<file path="config.mk">
export PLATFORM = sky130hd
export DESIGN_NAME = led_matrix_scheduler
export DESIGN_NICKNAME = d
export VERILOG_FILES = /design/src/rtl/led_matrix_scheduler.sv
export SDC_FILE = /design/constraint.sdc
export NUM_CORES = 1
export LEC_CHECK = 0
export ABC_AREA = 1
export BUFFER_PORTS_ARGS = -buffer_cell sky130_fd_sc_hd__buf_2
export CORE_AREA = 3 3 291 150
export CTS_BUF_LIST = sky130_fd_sc_hd__clkbuf_16
export DETAILED_ROUTE_END_ITERATION = 10
export DIE_AREA = 0 0 294 153
export GPL_TIMING_DRIVEN = 0
export SYNTH_ARGS = -nofsm -noshare
export SYNTH_HDL_FRONTEND = slang
export SYNTH_SLANG_ARGS = --single-unit
</file>
<file path="constraint.sdc">
create_clock -name i_clk -period 3 [get_ports i_clk]
set_input_delay 0.3 -clock i_clk [delete_from_list [all_inputs] [get_ports i_clk]]
set_output_delay 0.3 -clock i_clk [all_outputs]
set_load 0.02 [all_outputs]
</file>
<file path="src/rtl/led_matrix_scheduler.sv">
// led_matrix_scheduler: double-buffered 8x8 dual-colour frame store with round-robin writers and row scan.
module led_matrix_scheduler #(
  parameter int SCAN_DIV = 8192,
  parameter int BLANK    = 16
) (
  input  logic       i_clk,
  input  logic       i_reset,
  input  logic       i_req0_valid,
  input  logic [2:0] i_req0_row,
  input  logic       i_req0_color,
  input  logic [7:0] i_req0_data,
  output logic       o_req0_ready,
  input  logic       i_req1_valid,
  input  logic [2:0] i_req1_row,
  input  logic       i_req1_color,
  input  logic [7:0] i_req1_data,
  output logic       o_req1_ready,
  input  logic       i_swap_req,
  output logic       o_swap_ack,
  output logic       o_frame_done,
  output logic [7:0] o_row,
  output logic [7:0] o_column_green,
  output logic [7:0] o_column_red
);
  localparam int DW = $clog2(SCAN_DIV);
  localparam logic [DW-1:0] LAST = DW'(SCAN_DIV - 1);

  // bank, plane (0 green, 1 red), row
  logic [7:0]    r_buf [2][2][8];
  logic          r_front, r_ptr, r_pending, r_swap_ack;
  logic [2:0]    r_scan_idx;
  logic [7:0]    r_row;
  logic [DW-1:0] r_dwell;
  logic          w_last, w_frame_end, w_commit, w_g0, w_g1, w_we, w_blank;
  logic [2:0]    w_wrow;
  logic          w_wcol;
  logic [7:0]    w_wdata;

  assign w_last      = r_dwell == LAST;
  assign w_frame_end = w_last && r_scan_idx == 3'd7;
  assign w_commit    = w_frame_end && (r_pending || i_swap_req);
  // r_ptr = 1 means requester 1 is favoured on contention
  assign w_g0         = i_req0_valid && (!i_req1_valid || !r_ptr);
  assign w_g1         = i_req1_valid && (!i_req0_valid || r_ptr);
  assign o_req0_ready = w_g0 && !w_commit && i_reset;
  assign o_req1_ready = w_g1 && !w_commit && i_reset;
  assign w_we         = o_req0_ready || o_req1_ready;
  assign w_wrow       = o_req0_ready ? i_req0_row : i_req1_row;
  assign w_wcol       = o_req0_ready ? i_req0_color : i_req1_color;
  assign w_wdata      = o_req0_ready ? i_req0_data : i_req1_data;

  assign w_blank        = r_dwell < DW'(BLANK);
  assign o_column_green = w_blank ? 8'h00 : r_buf[r_front][1'b0][r_scan_idx];
  assign o_column_red   = w_blank ? 8'h00 : r_buf[r_front][1'b1][r_scan_idx];
  assign o_row          = r_row;
  assign o_frame_done   = w_frame_end;
  assign o_swap_ack     = r_swap_ack;

  always_ff @(posedge i_clk) begin
    if (!i_reset) begin
      for (int b = 0; b < 2; b++)
        for (int p = 0; p < 2; p++)
          for (int r = 0; r < 8; r++)
            r_buf[b][p][r] <= 8'h00;
      r_front    <= 1'b0;
      r_ptr      <= 1'b0;
      r_pending  <= 1'b0;
      r_swap_ack <= 1'b0;
      r_scan_idx <= 3'd0;
      r_row      <= 8'b1000_0000;
      r_dwell    <= '0;
    end else begin
      r_dwell <= w_last ? '0 : r_dwell + DW'(1);
      if (w_last) begin
        r_scan_idx <= r_scan_idx + 3'd1;
        r_row      <= {r_row[0], r_row[7:1]};
      end
      if (w_we) begin
        r_buf[~r_front][w_wcol][w_wrow] <= w_wdata;
        r_ptr                           <= o_req0_ready;
      end
      r_swap_ack <= w_commit;
      if (w_commit) begin
        r_front   <= ~r_front;
        r_pending <= 1'b0;
      end else if (i_swap_req) begin
        r_pending <= 1'b1;
      end
    end
  end
endmodule

</file>
==> flow_summary.yaml, run 1 <==
floorplan:
  effective_utilization_at_floorplan: 0.307
  height_of_the_die_um: 153
  coreArea_um2: 41400
  die_area_um2: 45000
  num_rows: 53
  die_w_um: 294
  top_level_ports: 57
critical_path:
  reg2reg_to: "r_buf[1][21]"
  r2r-start: "r_dwell[0]"
  worst-r2r-cell-count: 16
  timing.critical_path.required_ns: 2.70
  register_to_register_setup_slack_ns: 0.14
  setup.worst_path.end_class: "output pin"
  critical_path.startpoint_type: "flip-flop"
  critical_path_fanouts_max: 10
  timing_worst_setup_path_type: "flip-flop to output pin"
  crit_path_end: "o_column_green[4]"
  cp-startpoint: "r_scan_idx[0]"
  worst_ep_arrival_time_ns: 2.68
min_path:
  timing.hold.worst.class: "primary input to flip-flop"
  hold_depth: 4
timing:
  measured_slew_at_the_worst_slew_check_pin_ns: 1.44
  drv_slew: 0
  setup_viol_count_final: 0
  fin_skew_ns: 0.0219
  post-route-worst-setup-slack_ns: 0.0222
  report.final.hold_viol_count: 0
  post-route-min-period_ns: 2.98
  finalCritPeriodShare: 0.993
  max_freq_mhz: 336
  slew_headroom: 0.0378
  unrepaired_setup_endpoints_after_global_routing: "true"
  setup_total_negative_slack_ns: 0
clocking:
  worstSkewPairLatency_ns: 0.55
  cts-root-to-sink-buffers: 3
  clock_tree.htree_level_count: 1
  cts_inserted_buffers: 25
  worst_setup_hold_path_clk_slew_ns: 0.07
  cts_hold_repair.buffers: 0
  root_buffer: "sky130_fd_sc_hd__clkbuf_16"
  cts_sinks: 285
  tritoncts: "yes"
synth:
  share_of_the_synthesized_area_in_the_top_cell_type: 0.604
  ys_seq_elements: 285
  sequential_cell_area_fraction_in_the_yosys_report: 0.649
  post_synthesis_net_count: 1220
  synthesis.instances: 1188
  synthFlopType: "sky130_fd_sc_hd__edfxtp_1"
  synth_enable_flop_cells: 256
  syn-mean-instance-area_um2: 10.7
  mappedNetlistArea_um2: 12700
  post_synth_num_cell_types: 43
  asyncSetResetFlopFracSynth: 0
  synth_largest_area_cell: "sky130_fd_sc_hd__edfxtp_1"
  synth_top_cells_by_area: "sky130_fd_sc_hd__edfxtp_1 (60%), sky130_fd_sc_hd__nand2_1 (7.2%), sky130_fd_sc_hd__nor2_1 (5.6%)"
  netlist_top_cells_count: "sky130_fd_sc_hd__edfxtp_1 (256), sky130_fd_sc_hd__nand2_1 (243), sky130_fd_sc_hd__nor2_1 (190)"
  synth_most_common_cell: "sky130_fd_sc_hd__edfxtp_1"
  synth_warnings: 0
power_and_ir_drop:
  irDropWorstVdd_uv: 335
  power_frac_comb: 0.076
  netSwitchingPower_mw: 1.99
  power_density_nw_per_um2: 530
  swShare: 0.237
  cellInternalPower_mw: 6.41
  p_seq_frac: 0.546
  power.static_leakage_nw: 5.93
  p_clk_frac: 0.378
global_routing:
  globalRouteOverflowTotal: 0
  grt_first_pass_wirelength_um: 63700
  antenna_found_initial: 3
  vias_in_the_first_global_route: 9468
  grt_use_total: 0.194
  grt_max_degree: 17
route:
  detailedRoute.firstIterationViolations: 1684
  wl_um: 45000
  vias_per_cell: 5.39
  via_count: 10184
  drt_drc_violations_left: 0
  detail-route-antenna-nets: 0
  wire_per_inst_um: 23.8
  firstDrtPassIters: 5
placement:
  place.gp.congestion: 0.973
  dp_slack_ns: -0.810
  number_of_buffers_added_on_ports: 55
  dp_hpwl_um: 32900
outcome:
  outcome: "finished, final reports clean"
layout:
  fin_nets: 1353
  synthToLayoutAreaGrowth_pct: 24.6
  final_layout_size_suffix_gt1_frac: 0.243
run:
  max-cap-violations: 0
power groups by stage:
stage                     Combinational [mW]  Clock (mW)  Sequential (mW)
after global routing                   0.667        3.36             4.60
after CTS                              0.561        3.20             4.58
final                                  0.639        3.18             4.59
after detailed placement               0.488           0             4.67
after floorplan                        0.265           0             4.65
after global placement                 0.451           0             4.67
worst max-delay path, cell delays in order (launching register included):
cell and delay [ns]:
sky130_fd_sc_hd__dfxtp_1 0.45, sky130_fd_sc_hd__clkbuf_2 0.29, sky130_fd_sc_hd__buf_2 0.33, sky130_fd_sc_hd__a21oi_1 0.08
sky130_fd_sc_hd__a221oi_1 0.46, sky130_fd_sc_hd__nor3_1 0.13, sky130_fd_sc_hd__nor2_1 0.19, sky130_fd_sc_hd__buf_2 0.19
metrics by stage:
| step | power [mW] | cell area, µm² | hold slack [ns] | util | cells |
|---|---|---|---|---|---|
| 2_1_floorplan | 4.92 | 12700 | 0.418 | - | 1188 |
| 3_3_place_gp | 5.12 | 13700 | 0.429 | 0.330 | 1793 |
| 3_5_place_dp | 5.16 | 13800 | 0.449 | 0.334 | 1800 |
| 4_1_cts | 8.34 | 15200 | 0.0749 | 0.367 | 1854 |
| 5_1_grt | 8.63 | 15900 | 0.0965 | 0.383 | 1889 |
| 6_report | 8.40 | 15900 | 0.0940 | 0.383 | 1890 |
layout by cell type, fill, tap and decap left out, types with 13 or more instances in the layout:
| cell type | instances |
|---|---|
| sky130_fd_sc_hd__inv_1 | 50 |
| sky130_fd_sc_hd__nand4_4 | 15 |
| sky130_fd_sc_hd__a221oi_1 | 21 |
| sky130_fd_sc_hd__edfxtp_1 | 256 |
| sky130_fd_sc_hd__a21oi_4 | 15 |
| sky130_fd_sc_hd__nand2_4 | 14 |
| sky130_fd_sc_hd__nor2_1 | 187 |
| sky130_fd_sc_hd__clkbuf_4 | 15 |
| sky130_fd_sc_hd__dfxtp_1 | 28 |
| sky130_fd_sc_hd__a21oi_1 | 127 |
| sky130_fd_sc_hd__nand2_1 | 221 |
| sky130_fd_sc_hd__buf_4 | 33 |
| sky130_fd_sc_hd__buf_2 | 71 |
| sky130_fd_sc_hd__nand2_2 | 14 |
| sky130_fd_sc_hd__o21ai_0 | 22 |
| sky130_fd_sc_hd__buf_12 | 20 |
| sky130_fd_sc_hd__a22oi_1 | 14 |
| sky130_fd_sc_hd__o311ai_0 | 13 |
| sky130_fd_sc_hd__nor3_1 | 18 |
| sky130_fd_sc_hd__clkbuf_16 | 25 |
| sky130_fd_sc_hd__clkbuf_2 | 16 |
| sky130_fd_sc_hd__clkbuf_1 | 13 |
| sky130_fd_sc_hd__nor2_2 | 14 |
cell families (layout without fill, tap and decap cells):
logic type | Yosys count | after routing | share of synthesized area
other | 0 | 1 | 0
and+or+nand+nor | 522 | 523 | 0.189
DFF | 285 | 285 | 0.649
adders and majority gates | 3 | 3 | 0.00295
AOI/OAI and AO/OA | 242 | 242 | 0.115
xor gates and xnor gates | 3 | 3 | 0.00206
buffers and inverters | 133 | 283 | 0.0422
registers in the layout (all words and copies together) (netlist names), named ones only:
name / cells
o_row: 8
r_pending: 1
r_front: 1
r_buf: 256
o_swap_ack: 1
r_dwell: 13
r_scan_idx: 3
r_ptr: 1
area by class of cell:
class,count,area [µm²]
multi-input cells,771,4480
inverters,57,230
clock inverters,20,140
clock buffers,25,626
plain buffers,76,487
diodes,1,2.50
repair buffers,105,941
flip-flops and latches,285,8270
fillers,3992,25600
well taps,550,688
routing by layer:
layer	wire length, µm	global-route usage	up-vias
met4	485	0.0273	0
li1	-	-	4472
met1	21000	0.307	4986
met3	7120	0.0903	51
met2	16400	0.237	675
met5	0	0	-
how the worst min path moves through the flow:
stage / slack (ns) / to / start
after floorplan: 0.42 / r_dwell[0] / r_dwell[0]
after global routing: 0.1 / r_pending / i_swap_req
after global placement: 0.43 / r_dwell[0] / r_dwell[0]
after CTS: 0.07 / r_pending / i_swap_req
final: 0.09 / r_pending / i_swap_req
after detailed placement: 0.45 / r_dwell[0] / r_dwell[0]
repair_timing:
action,4_1_cts,5_1_grt
buffers inserted,9,34
gates cloned,0,1
pin swaps,0,18
setup endpoints to repair,320,390
resized for setup,136,84
No activity file was read; power rests on OpenSTA's default activity.
==> run 2, diff against run 1 <==
--- a/config.mk
+++ b/config.mk
@@ -12,6 +12,7 @@
 export DETAILED_ROUTE_END_ITERATION = 10
 export DIE_AREA = 0 0 294 153
 export GPL_TIMING_DRIVEN = 0
+export SETUP_SLACK_MARGIN = 0.1
 export SYNTH_ARGS = -nofsm -noshare
 export SYNTH_HDL_FRONTEND = slang
 export SYNTH_SLANG_ARGS = --single-unit
==> flow_summary.yaml, run 2 (synthesized netlist as in run 1, its figures left out) <==
floorplan:
  coreArea_um2: 41400
  die_area_um2: 45000
  num_rows: 53
  top_level_ports: 57
  height_of_the_die_um: 153
  effective_utilization_at_floorplan: 0.307
  die_w_um: 294
critical_path:
  timing_worst_setup_path_type: "flip-flop to output pin"
  setup.worst_path.end_class: "output pin"
  critical_path.startpoint_type: "flip-flop"
  critPathTopFamily: "buffers and inverters"
  timing.critical_path.required_ns: 2.70
  worst_path_largest_cell_delay_ns: 0.35
  critical_path_fanouts_max: 10
  critical_path.n_buffers_inverters: 4
  worst_ep_arrival_time_ns: 2.59
  crit_chain: "inv_1, clkbuf_2, buf_4, nand2_1, a221oi_1, nor3_1, nor2_1, buf_2"
  critPathSlowestCell: "sky130_fd_sc_hd__dfxtp_2"
route:
  drt_drc_violations_left: 0
  wl_um: 45800
  detail-route-antenna-nets: 0
  detailedRoute.firstIterationViolations: 1673
  via_count: 10420
  firstDrtPassIters: 6
  wire_per_inst_um: 24.1
  vias_per_cell: 5.48
layout:
  final_cell_mix: "sky130_fd_sc_hd__edfxtp_1 (256), sky130_fd_sc_hd__nand2_1 (220), sky130_fd_sc_hd__nor2_1 (185), sky130_fd_sc_hd__a21oi_1 (126), sky130_fd_sc_hd__buf_2 (61)"
  final_layout_size_suffix_gt1_frac: 0.261
  layout.cells.most_common: "sky130_fd_sc_hd__edfxtp_1"
  synthToLayoutAreaGrowth_pct: 26.6
  largest_reg_flops: 256
  registers.top_by_ff_count: "r_buf"
  post-route-cell-area_um2: 16100
  final.fill_count: 3951
  fin_nets: 1364
clocking:
  worstSkewPairLatency_ns: 0.55
  cts_inserted_buffers: 25
  cts_hold_repair.buffers: 0
  worst_setup_hold_path_clk_slew_ns: 0.07
  clock_tree.htree_level_count: 1
  cts_sinks: 285
  cts-root-to-sink-buffers: 3
  root_buffer: "sky130_fd_sc_hd__clkbuf_16"
  tritoncts: "yes"
timing:
  report.final.hold_viol_count: 0
  slew_headroom: 0.0250
  finalCritPeriodShare: 0.963
  setup_viol_count_final: 0
  unrepaired_setup_endpoints_after_global_routing: "true"
  post-route-min-period_ns: 2.89
  holdWs_ns: 0.0894
  fin_skew_ns: 0.0186
  max_freq_mhz: 346
  measured_slew_at_the_worst_slew_check_pin_ns: 1.46
  drv_slew: 0
placement:
  dp_hpwl_um: 32900
  place.gp.congestion: 0.973
  place_area_um2: 13800
  number_of_buffers_added_on_ports: 55
global_routing:
  grt_use_total: 0.196
  grt_max_degree: 17
  globalRouteOverflowTotal: 0
  antenna_found_initial: 2
  vias_in_the_first_global_route: 9575
  grt_first_pass_wirelength_um: 64400
min_path:
  timing.hold.worst.class: "primary input to flip-flop"
power_and_ir_drop:
  power_density_nw_per_um2: 524
  power.static_leakage_nw: 6.05
  irDropWorstVdd_uv: 341
  p_total_mw: 8.45
outcome:
  outcome: "finished, final reports clean"
run:
  max-cap-violations: 0
## run 2: cell types whose count changed in the layout (fill, tap and decap cells not counted), moves of 3 or more
cell / before / now
sky130_fd_sc_hd__buf_4: 33 / 51
sky130_fd_sc_hd__buf_2: 71 / 61
sky130_fd_sc_hd__nor2_4: 7 / 13
sky130_fd_sc_hd__clkbuf_8: 1 / 6
sky130_fd_sc_hd__nor2_2: 14 / 10
sky130_fd_sc_hd__a221oi_1: 21 / 18
## run 2: layout make-up
type,instances,area (µm²),area share
Multi-Input combinational cell,772,4600,0.285
Tap cell,550,688,0.0427
Inverter,57,234,0.0145
Clock buffer,25,626,0.0388
Clock inverter,20,140,0.00869
Sequential cell,285,8270,0.513
Buffer,76,554,0.0344
Timing Repair Buffer,115,1000,0.0622
Antenna cell,1,2.50,0.000155
## run 2: report_power, final
part | internal [mW] | switching (mW) | total [mW] | leakage [nW]
logic | 0.205 | 0.463 | 0.668 | 2.77
registers | 4.53 | 0.0575 | 4.59 | 2.87
clock network | 1.69 | 1.51 | 3.19 | 0.403
## run 2: worst reg2reg max path, stage by stage, from the launching register on
cell and delay (ns):
sky130_fd_sc_hd__dfxtp_1 0.35, sky130_fd_sc_hd__ha_2 0.19, sky130_fd_sc_hd__nand2_2 0.07, sky130_fd_sc_hd__nor2_4 0.16, sky130_fd_sc_hd__nand2_4 0.09, sky130_fd_sc_hd__nor2_4 0.19
sky130_fd_sc_hd__nand3_4 0.16, sky130_fd_sc_hd__nand3_4 0.14, sky130_fd_sc_hd__buf_12 0.17, sky130_fd_sc_hd__nand2_1 0.10, sky130_fd_sc_hd__nand2_4 0.11, sky130_fd_sc_hd__nand3_2 0.16
sky130_fd_sc_hd__nor2_4 0.16, sky130_fd_sc_hd__nand2_1 0.11, sky130_fd_sc_hd__a21oi_4 0.32
## run 2: path summary, 6_finish.rpt
kind,from,depth (start not counted),to,slack (ns)
setup / recovery,flip-flop,8,o_column_green[7],0.11
hold / removal,i_swap_req,4,r_pending,0.09
setup reg to reg,r_dwell[1],14,r_buf[1][117],0.18
hold reg to reg,r_dwell[0],1,r_dwell[0],0.43
## run 2: layer usage
layer	GRT usage	wire length, µm	vias up
li1	-	-	4506
met5	0	0	-
met4	0.0287	602	0
met3	0.0867	7870	57
met1	0.311	20500	5101
met2	0.240	16800	756
## run 2: repair_timing
action | 4_1_cts | 5_1_grt
gates resized for setup | 173 | 85
buffers inserted | 14 | 37
cloned | 0 | 4
endpoints found under the setup margin | 345 | 406
pin swaps | 6 | 19
## run 2: stage by stage
stage	TNS [ns]	cells	setup WS, ns	util
2_1_floorplan	0	1188	0.283	-
3_3_place_gp	-315.54	1793	-2.19	0.330
3_5_place_dp	-82.14	1800	-0.810	0.334
4_1_cts	-0.108	1859	-0.0161	0.373
5_1_grt	0	1900	0.0305	0.389
6_report	0	1901	0.111	0.389
==> run 3, diff against run 2 <==
==> constraint.sdc (replaced) <==
create_clock -name i_clk -period 2.9 [get_ports i_clk]
set_input_delay 0.29 -clock i_clk [delete_from_list [all_inputs] [get_ports i_clk]]
set_output_delay 0.29 -clock i_clk [all_outputs]
set_load 0.02 [all_outputs]
==> flow_summary.yaml, run 3 (synthesized netlist as in run 1, its figures left out) <==
clocking:
  cts-root-to-sink-buffers: 3
  cts_inserted_buffers: 25
  root_buffer: "sky130_fd_sc_hd__clkbuf_16"
  worstSkewPairLatency_ns: 0.56
  clock_tree.htree_level_count: 1
  worst_setup_hold_path_clk_slew_ns: 0.07
  tritoncts: "yes"
  cts_sinks: 285
layout:
  layout.cells.most_common: "sky130_fd_sc_hd__edfxtp_1"
  largest_reg_flops: 256
  fin_nets: 1358
  final_cell_mix: "sky130_fd_sc_hd__edfxtp_1 (256), sky130_fd_sc_hd__nand2_1 (216), sky130_fd_sc_hd__nor2_1 (182), sky130_fd_sc_hd__a21oi_1 (126), sky130_fd_sc_hd__buf_2 (60)"
  final_layout_size_suffix_gt1_frac: 0.269
  finalNonFillerCells: 1895
  registers.top_by_ff_count: "r_buf"
  post-route-cell-area_um2: 16300
  synthToLayoutAreaGrowth_pct: 28.2
critical_path:
  crit_chain: "inv_1, buf_4, clkbuf_8, nand2_1, a22oi_1, nand2_1, o311ai_2, nand2_1, nor2_2, buf_2"
  worst_path_largest_cell_delay_ns: 0.35
  critical_path.n_buffers_inverters: 4
  timing_worst_setup_path_type: "flip-flop to output pin"
  r2r-start: "r_scan_idx[0]"
  timing.critical_path.required_ns: 2.61
  register_to_register_setup_slack_ns: 0.16
  critPathTopFamily: "buffers and inverters"
  critPathSlowestCell: "sky130_fd_sc_hd__dfxtp_2"
  worst-r2r-cell-count: 10
  setup.worst_path.end_class: "output pin"
  critical_path.startpoint_type: "flip-flop"
  reg2reg_to: "r_buf[0][65]"
  critical_path_depth: 10
  cell_repeated_most_along_the_worst_path: "sky130_fd_sc_hd__nand2_1"
  crit_path_end: "o_column_green[5]"
  worst_ep_arrival_time_ns: 2.49
  critical_path_fanouts_max: 10
placement:
  place.gp.congestion: 0.973
  number_of_buffers_added_on_ports: 55
  dp_hpwl_um: 32900
  place_area_um2: 13800
  placed_cells_incl_taps: 1800
timing:
  measured_slew_at_the_worst_slew_check_pin_ns: 1.35
  unrepaired_setup_endpoints_after_global_routing: "true"
  post-route-min-period_ns: 2.78
  max_freq_mhz: 360
  slew_headroom: 0.0981
  finalCritPeriodShare: 0.958
  drv_slew: 0
  fin_skew_ns: 0.0240
  setup_viol_count_final: 0
  report.final.hold_viol_count: 0
  holdWs_ns: 0.0693
  setup_total_negative_slack_ns: 0
global_routing:
  grt_use_total: 0.197
  vias_in_the_first_global_route: 9730
  globalRouteOverflowTotal: 0
  antenna_found_initial: 1
  grt_max_degree: 17
  grt_first_pass_wirelength_um: 65000
route:
  via_count: 10397
  firstDrtPassIters: 5
  wire_per_inst_um: 24.3
  detailedRoute.firstIterationViolations: 1745
  wl_um: 46000
  detail-route-antenna-nets: 0
  drt_drc_violations_left: 0
  vias_per_cell: 5.49
power_and_ir_drop:
  irDropWorstVdd_uv: 345
  p_total_mw: 8.75
  power.static_leakage_nw: 6.09
  power_density_nw_per_um2: 536
floorplan:
  top_level_ports: 57
  height_of_the_die_um: 153
  coreArea_um2: 41400
  die_w_um: 294
  effective_utilization_at_floorplan: 0.307
  num_rows: 53
  die_area_um2: 45000
min_path:
  timing.hold.worst.class: "primary input to flip-flop"
run:
  max-cap-violations: 0
outcome:
  outcome: "finished, final reports clean"
==> run 3: tightest hold or removal path: cells and delay by family <==
family                 cells  cell delay, ns
buffers and inverters      2            0.12
AND/OR/NAND/NOR            2            0.19
==> run 3: worst min-delay path by stage <==
| stage | from | end | slack (ns) | cells after the start |
|---|---|---|---|---|
| 2_1_floorplan | r_dwell[0] | r_dwell[0] | 0.42 | 1 |
| 3_3_place_gp | r_dwell[0] | r_dwell[0] | 0.43 | 1 |
| 3_5_place_dp | r_dwell[0] | r_dwell[0] | 0.45 | 1 |
| 4_1_cts | i_swap_req | r_pending | 0.07 | 4 |
| 5_1_grt | i_swap_req | r_pending | 0.08 | 4 |
| 6_report | i_swap_req | r_pending | 0.07 | 4 |
==> run 3: area by class of cell <==
class / count / area (µm²)
timing repair buffer: 109 / 1060
antenna: 1 / 2.50
multi-input combinational: 772 / 4690
tap: 550 / 688
buffer: 76 / 612
sequential: 285 / 8270
clock buffer: 25 / 626
inverter: 57 / 231
clock inverter: 20 / 140
fill: 3921 / 25100
==> run 3: what timing repair did <==
item                                    in CTS  in global routing
hold buffers                                 0                  0
hold endpoints to repair                     0                  0
endpoints found under the setup margin     373                366
resized for setup                          198                106
pin swaps                                   17                 16
buffers inserted                            30                 16
gates cloned                                 1                  1
==> run 3: metal layers <==
| metal | wire length (µm) | GRT usage |
|---|---|---|
| met2 | 16900 | 0.243 |
| met1 | 21300 | 0.312 |
| met4 | 526 | 0.0301 |
| met3 | 7250 | 0.0842 |
| met5 | 65 | 0.00954 |
==> run 3: power by group <==
group	switching, mW	internal (mW)
registers	0.0593	4.68
logic	0.483	0.215
clock network	1.57	1.74
==> run 3: per-stage QoR <==
stage	util	setup WS (ns)
floorplan	-	0.183
global placement	0.330	-2.29
detailed placement	0.334	-0.910
CTS	0.381	0.0597
global route	0.394	0.0609
finish	0.394	0.123
